[src/rtl/spi_xfer_ctrl.sv]
// SPI master transfer sequencer: generates SCLK/CSn and the capture/shift strobes
// for external PISO/SIPO registers, for all four CPOL/CPHA modes.
module spi_xfer_ctrl #(
  parameter int WordLen = 8,
  parameter int ClkDiv  = 4
) (
  input  logic clk,
  input  logic rstn,
  input  logic Start,
  input  logic CPOL,
  input  logic CPHA,
  output logic SCLK,
  output logic CSn,
  output logic SCLKEdgeFlg,
  output logic ShiftFlg,
  output logic EnSIPO,
  output logic Busy,
  output logic Done
);

  localparam int DivW  = (ClkDiv > 2) ? $clog2(ClkDiv) : 1;
  localparam int EdgeW = $clog2(2 * WordLen + 1);

  typedef enum logic [1:0] {IDLE, LEAD, XFER, TRAIL} state_t;

  state_t           state_q, state_d;
  logic [DivW-1:0]  div_q, div_d;
  logic [EdgeW-1:0] edge_q, edge_d;
  logic             cpol_q, cpol_d;
  logic             cpha_q, cpha_d;
  logic             sclk_q, sclk_d;
  logic             csn_q, csn_d;
  logic             done_q, done_d;
  logic             edge_flg, shift_flg;
  logic             div_term;
  logic             next_odd;
  logic             last_edge;

  assign div_term  = (div_q == DivW'(ClkDiv - 1));
  // edge_q counts completed edges, so the upcoming edge number is edge_q+1
  assign next_odd  = ~edge_q[0];
  assign last_edge = (edge_q == EdgeW'(2 * WordLen - 1));

  always_ff @(posedge clk or negedge rstn) begin
    if (!rstn) begin
      state_q <= IDLE;
      div_q   <= '0;
      edge_q  <= '0;
      cpol_q  <= 1'b0;
      cpha_q  <= 1'b0;
      sclk_q  <= 1'b0;
      csn_q   <= 1'b1;
      done_q  <= 1'b0;
    end else begin
      state_q <= state_d;
      div_q   <= div_d;
      edge_q  <= edge_d;
      cpol_q  <= cpol_d;
      cpha_q  <= cpha_d;
      sclk_q  <= sclk_d;
      csn_q   <= csn_d;
      done_q  <= done_d;
    end
  end

  always_comb begin
    state_d   = state_q;
    div_d     = div_q;
    edge_d    = edge_q;
    cpol_d    = cpol_q;
    cpha_d    = cpha_q;
    sclk_d    = sclk_q;
    csn_d     = csn_q;
    done_d    = 1'b0;
    edge_flg  = 1'b0;
    shift_flg = 1'b0;
    case (state_q)
      IDLE: begin
        sclk_d = CPOL;
        csn_d  = 1'b1;
        if (Start) begin
          cpol_d  = CPOL;
          cpha_d  = CPHA;
          div_d   = '0;
          edge_d  = '0;
          csn_d   = 1'b0;
          state_d = LEAD;
        end
      end
      LEAD: begin
        if (div_term) begin
          div_d   = '0;
          state_d = XFER;
        end else begin
          div_d = div_q + DivW'(1);
        end
      end
      XFER: begin
        if (div_term) begin
          div_d  = '0;
          sclk_d = ~sclk_q;
          edge_d = edge_q + EdgeW'(1);
          // Strobes are asserted in the cycle whose closing clk edge toggles SCLK
          edge_flg  = cpha_q ? ~next_odd : next_odd;
          shift_flg = cpha_q ? next_odd : (~next_odd & ~last_edge);
          if (last_edge) state_d = TRAIL;
        end else begin
          div_d = div_q + DivW'(1);
        end
      end
      TRAIL: begin
        if (div_term) begin
          div_d   = '0;
          csn_d   = 1'b1;
          done_d  = 1'b1;
          state_d = IDLE;
        end else begin
          div_d = div_q + DivW'(1);
        end
      end
      default: state_d = IDLE;
    endcase
  end

  assign SCLK        = sclk_q;
  assign CSn         = csn_q;
  assign Done        = done_q;
  assign Busy        = (state_q != IDLE);
  assign EnSIPO      = (state_q != IDLE);
  assign SCLKEdgeFlg = edge_flg;
  assign ShiftFlg    = shift_flg;

endmodule
[config.mk]
export PLATFORM = sky130hd
export DESIGN_NAME = spi_xfer_ctrl
export DESIGN_NICKNAME = d
export VERILOG_FILES = /design/src/rtl/spi_xfer_ctrl.sv
export SDC_FILE = /design/constraint.sdc
export NUM_CORES = 1
export LEC_CHECK = 0
export ABC_AREA = 1
export CAP_MARGIN = 20
export CORE_MARGIN = 2
export CORE_UTILIZATION = 46
export CTS_CLUSTER_SIZE = 16
export DETAILED_ROUTE_END_ITERATION = 7
export HOLD_SLACK_MARGIN = 0.05
export PLACE_DENSITY = 0.78
export SETUP_SLACK_MARGIN = 0.2
export SLEW_MARGIN = 20
export SYNTH_ARGS = -nofsm -noshare
export SYNTH_HDL_FRONTEND = slang
export SYNTH_SLANG_ARGS = --single-unit
export TNS_END_PERCENT = 10
[constraint.sdc]
create_clock -name clk -period 1.3 [get_ports clk]
set_clock_uncertainty 0.05 [all_clocks]
set_input_delay 0.195 -clock clk [delete_from_list [all_inputs] [get_ports clk]]
set_output_delay 0.195 -clock clk [all_outputs]
set_load 0.005 [all_outputs]
==> metrics, run 1 <==
outcome=finished with violations; violated checks=negative setup slack; DRT iter0 DRCs=12; n_diodes=0; gr busiest metal=met2; most common library cell in the layout ignoring fill and taps=buf_4; fmax=around 580 MHz; number of port buffers=11; HP Class=input pin to async pin; Yosys warnings=0; unique cell type count in the Yosys netlist=26; Mapped Cells=89; Final Util=81.1%; Pwr per Cell Area=2280 mW/mm2; Max FO, Critical Path=2; CTS Root Cell=clkbuf_4; synth-to-layout area growth=61.4%; Worst Path Required=1050 ps; RSZ-0062 raised after global routing=true; number of nets with antenna violations after routing=0; dpl cell area=0.00108 mm2; Final Cycle Share=133%; largest net degree at the start of global routing=14; CTS buffer count=3; Syn Std Cell Area=774 um2; Critical Path AT=1490 ps; Slew Limit Fails=0; Worst Slack Setup Final=-434 ps; share of post-route cells with drive strength above 1=56.8%; CTS tree=built; DR pass1 iterations=4; static leakage=0.628 nW; clock-pin slew on the worst setup and hold paths=80 ps; cts hold-fix bufs=0; TritonCTS Sinks=13; DR vias=779; Setup TNS Final=-2240 ps; CTS max path bufs=2; DIE AREA=roughly 0.0020 mm2; nets@finish=145; Design Area, Final=0.00125 mm2; max-cap viol count=0; All-Layer GR Usage=23.9%; Initial Utilization=50.2%; detailed placer's ending HPWL=1450 um; worst skew pair latency=about 280 ps; Rel. slew slack=82.6%; post-synthesis net count=101; Placer Congestion=0.815; GR Layer Usage met2=47.7%; Setup crit start kind=register; gr ovfl total=0; final wirelength=2230 um; M1 GR Usage=24.8%; Crit Path Class=register to primary output; Clock H-tree levels=1; drc violations=0; I/O pin count=12; Die Y=45.0 um; vias in the first global route=794; Final Hold Viols=0; peak supply drop=1520 uV; Worst Max-Slew Pin Slew=260 ps; row cnt=14; met3 GRT Util=7.20%; core area=0.00154 mm2; Yosys reg bits=13; Syn Area/Cell=8.70 um2; Die Wd=45.0 um; Seq/Total Area, Yosys=a little over two fifths; drt wl/cell=15.1 um; Worst Setup End Kind=primary output; most frequent cells in the layout=buf_4, dfrtp_1, nand2_1; vias per inst=5.26; initial antenna violation count=0; fin crit period=1730 ps; Final setup viols=13; first-pass GRT wire length=3360 um
-- path summary, 6_finish.rpt --
check / from / endpoint / slack (ps) / cells past startpoint
min in group clk: CPHA / cpha_q$_DFFE_PN0P_ / 420 / 3
setup / recovery: edge_q[0]$_DFFE_PN0P_ / ShiftFlg / -430 / 8
setup reg to reg: edge_q[0]$_DFFE_PN0P_ / state_q[0]$_DFFE_PN0P_ / -300 / 11
hold / removal: rstn / state_q[1]$_DFFE_PN0P_ / 160 / 2
max in group asynchronous: rstn / CSn$_DFFE_PN1P_ / 800 / 2
hold reg to reg: CSn$_DFFE_PN1P_ / CSn$_DFFE_PN1P_ / 530 / 2
-- sequential cells by signal (all words and copies together) (netlist names) --
register  flops
state_q       2
div_q         2
cpha_q        1
SCLK          1
edge_q        5
Done          1
CSn           1
-- logic make-up (layout without fill, tap and decap cells) --
group / after synthesis / after routing / share of synthesized area [%]
compound gates: 14 / 14 / 11.3
xor+xnor: 1 / 1 / 1.13
fa+ha+maj: 7 / 7 / 11.3
buf+inv: 15 / 58 / 8.08
flops: 13 / 13 / 42.2
simple gates: 39 / 39 / 26.0
-- area by class of cell --
class	count	area, um2
multi-input combinational	61	495
sequential	13	327
timing repair buffer	40	319
fill	101	292
inverter	14	62.6
clock buffer	4	26.3
tap	16	20.0
-- critical path, cell delays in order (launching register included) --
cell and delay [ps]:
dfrtp_1 360, ha_2 200, nand2_2 60, nor2_2 100, ha_2 180, inv_2 40
o21ai_2 100, nor2_1 50, buf_2 120
-- cell usage after synthesis, drive strengths merged --
master	count	share of area, %
xnor2	1	1.1
a21oi	3	1.9
dfstp	1	3.4
ha	7	11
nand2	23	15
o31ai	1	0.97
a22o	1	1.1
nor2	7	3.7
o21ai	7	5.5
dfrtp	12	39
o22ai	1	0.81
buf	1	0.97
nand4	3	2.4
clkinv	1	0.48
nand3b	1	0.97
inv	13	6.6
nand3	5	3.9
o211ai	1	0.97
-- through the flow --
stage                     hold slack (ps)  std cells  power (mW)  worst slack [ps]
after floorplan                      -151         89        1.45             -56.3
after global placement                462        139        2.08              -469
after detailed placement              468        139        2.17              -573
after CTS                             159        147        2.63              -509
after global routing                  183        148        3.04              -495
final                                 162        148        2.85              -434
-- metal layers --
metal,routed length [um],vias to the layer above
met2,1180,19
met5,0,-
met4,65,0
li1,-,378
met1,879,374
met3,102,8
-- power by group --
part,internal [mW],total [mW],switching [mW]
Combinational,0.944,1.94,0.996
Sequential,0.549,0.649,0.100
Clock,0.119,0.257,0.137
Total,1.61,2.85,1.23
-- what timing repair did --
action,4_1_cts,5_1_grt
setup buffers,4,1
endpoints found under the setup margin,20,18
resized for setup,48,18
pin swaps,8,5
No activity file was read; power rests on OpenSTA's default activity.
==> run 2, diff against run 1 <==
Settings changed: CELL_PAD_IN_SITES_DETAIL_PLACEMENT set to 0, CELL_PAD_IN_SITES_GLOBAL_PLACEMENT set to 2, CORE_UTILIZATION 46 to 28.
==> metrics, run 2 (synthesis results as in run 1) <==
n_diodes=0 (unchanged); CTS Root Cell=clkbuf_4 (unchanged); number of nets with antenna violations after routing=0 (unchanged); most common library cell in the layout ignoring fill and taps=buf_4 (unchanged); Final Cycle Share=132% (was 133%); Worst Slack Setup Final=-415 ps (was -434 ps); fin crit period=1720 ps (was 1730 ps); synth-to-layout area growth=61.7% (was 61.4%); detailed placer's ending HPWL=1390 um (was 1450 um); core area=0.00269 mm2 (was 0.00154 mm2); TritonCTS Sinks=13 (unchanged); Regs by FF count=edge_q x5, div_q x2, state_q x2 (unchanged); Die Y=56.6 um (was 45.0 um); nets@finish=143 (was 145); Pwr per Cell Area=2190 mW/mm2 (was 2280 mW/mm2); static leakage=0.599 nW (was 0.628 nW); vias per inst=4.58 (was 5.26); Worst Setup End Kind=primary output (unchanged); CTS tree=built (unchanged); drt wl/cell=11.5 um (was 15.1 um); share of post-route cells with drive strength above 1=53.8% (was 56.8%); Crit Path Class=register to primary output (unchanged); I/O pin count=12 (unchanged); Rel. slew slack=81.9% (was 82.6%); final wirelength=1850 um (was 2230 um); Final Hold Viols=0 (unchanged); DRT iter0 DRCs=17 (was 12); first-pass GRT wire length=3240 um (was 3360 um); largest net degree at the start of global routing=14 (unchanged); Slew Limit Fails=0 (unchanged); peak supply drop=1280 uV (was 1520 uV); Final Util=46.6% (was 81.1%); fmax=583 MHz (was 577 MHz); gr ovfl total=0 (unchanged); RSZ-0062 raised after global routing=true (unchanged); CTS max path bufs=2 (unchanged); most frequent cells in the layout=buf_4, dfrtp_1, nand2_1 (unchanged); outcome=finished with violations (unchanged); Die Wd=56.6 um (was 45.0 um); max reg flops=5 (unchanged); number of port buffers=11 (unchanged); vias in the first global route=720 (was 794); DR pass1 iterations=4 (unchanged); DIE AREA=0.00320 mm2 (was 0.00203 mm2); DR vias=738 (was 779); most flop-heavy register=edge_q (unchanged); worst skew pair latency=280 ps (about the same); Final setup viols=13 (unchanged); HP Class=input pin to async pin (unchanged); worst reg2reg path depth=12 (was 11); CTS buffer count=3 (unchanged); violated checks=negative setup slack (unchanged); Critical Path AT=1470 ps (was 1490 ps); Setup crit start kind=register (unchanged); initial antenna violation count=0 (unchanged); clock-pin slew on the worst setup and hold paths=90 ps (was 80 ps); Max FO, Critical Path=2 (unchanged); DP Worst Slack=-524 ps (was -573 ps); Clock H-tree levels=1 (unchanged); max-cap viol count=0 (unchanged); All-Layer GR Usage=13.1% (was 23.9%); Worst Path Required=1050 ps (about the same); Placer Congestion=0.746 (was 0.815); drc violations=0 (unchanged); Initial Utilization=28.8% (was 50.2%); Worst Max-Slew Pin Slew=269 ps (was 260 ps); row cnt=19 (was 14)
[run 2: routing by layer]
metal	GRT usage [%]	up-vias	share of wire [%]
met5	0	-	0
met4	5.10	0	0.97
met3	3.46	2	3.1
met2	20.6	9	48
met1	17.2	353	48
li1	-	374	-
[run 2: worst paths after layout]
kind | start | end | slack [ps]
worst max-delay path | edge_q[1]$_DFFE_PN0P_ | ShiftFlg | -420
worst min-delay path | rstn | state_q[1]$_DFFE_PN0P_ | 160
worst max register to register | edge_q[1]$_DFFE_PN0P_ | state_q[1]$_DFFE_PN0P_ | -400
worst min register to register | CSn$_DFFE_PN1P_ | CSn$_DFFE_PN1P_ | 480
max in group asynchronous | rstn | CSn$_DFFE_PN1P_ | 800
min in group clk | CPHA | cpha_q$_DFFE_PN0P_ | 420
[run 2: worst max-delay path, stage by stage (launching register included)]
cell and delay [ps]:
dfrtp_1 370, ha_2 200, nand2_2 60, nor2_2 80
ha_2 170, inv_2 40, o21ai_2 100, nor2_1 40
buf_2 120
[run 2: final cells by class]
cell class	count	area [um2]
Sequential cell	13	327
Tap cell	31	38.8
Multi-Input combinational cell	61	498
Inverter	14	60.1
Fill cell	277	1430
Timing Repair Buffer	38	303
Clock buffer	4	26.3
[run 2: repair_timing]
action	CTS	global route
hold buffers	0	0
gates cloned	0	0
endpoints found under the setup margin	20	19
pin swaps	8	3
resized for setup	42	18
buffers inserted	5	0
[run 2: power breakdown]
part	leakage, nW	total (mW)	internal [mW]	switching [mW]
Combinational	0.417	1.83	0.885	0.942
Clock	0.0150	0.267	0.119	0.148
Sequential	0.166	0.644	0.548	0.0952
Total	0.599	2.74	1.55	1.18
[run 2: stage by stage]
step,total power [mW],instances,hold slack [ps],instance area [um2],TNS [ps]
after global routing,2.98,161,172,1250,-3130
after global placement,2.07,152,438,1080,-3360
after CTS,2.59,161,168,1210,-2290
final,2.74,161,164,1250,-2060
after detailed placement,2.09,152,467,1080,-3530
after floorplan,1.45,89,-151,777,-156
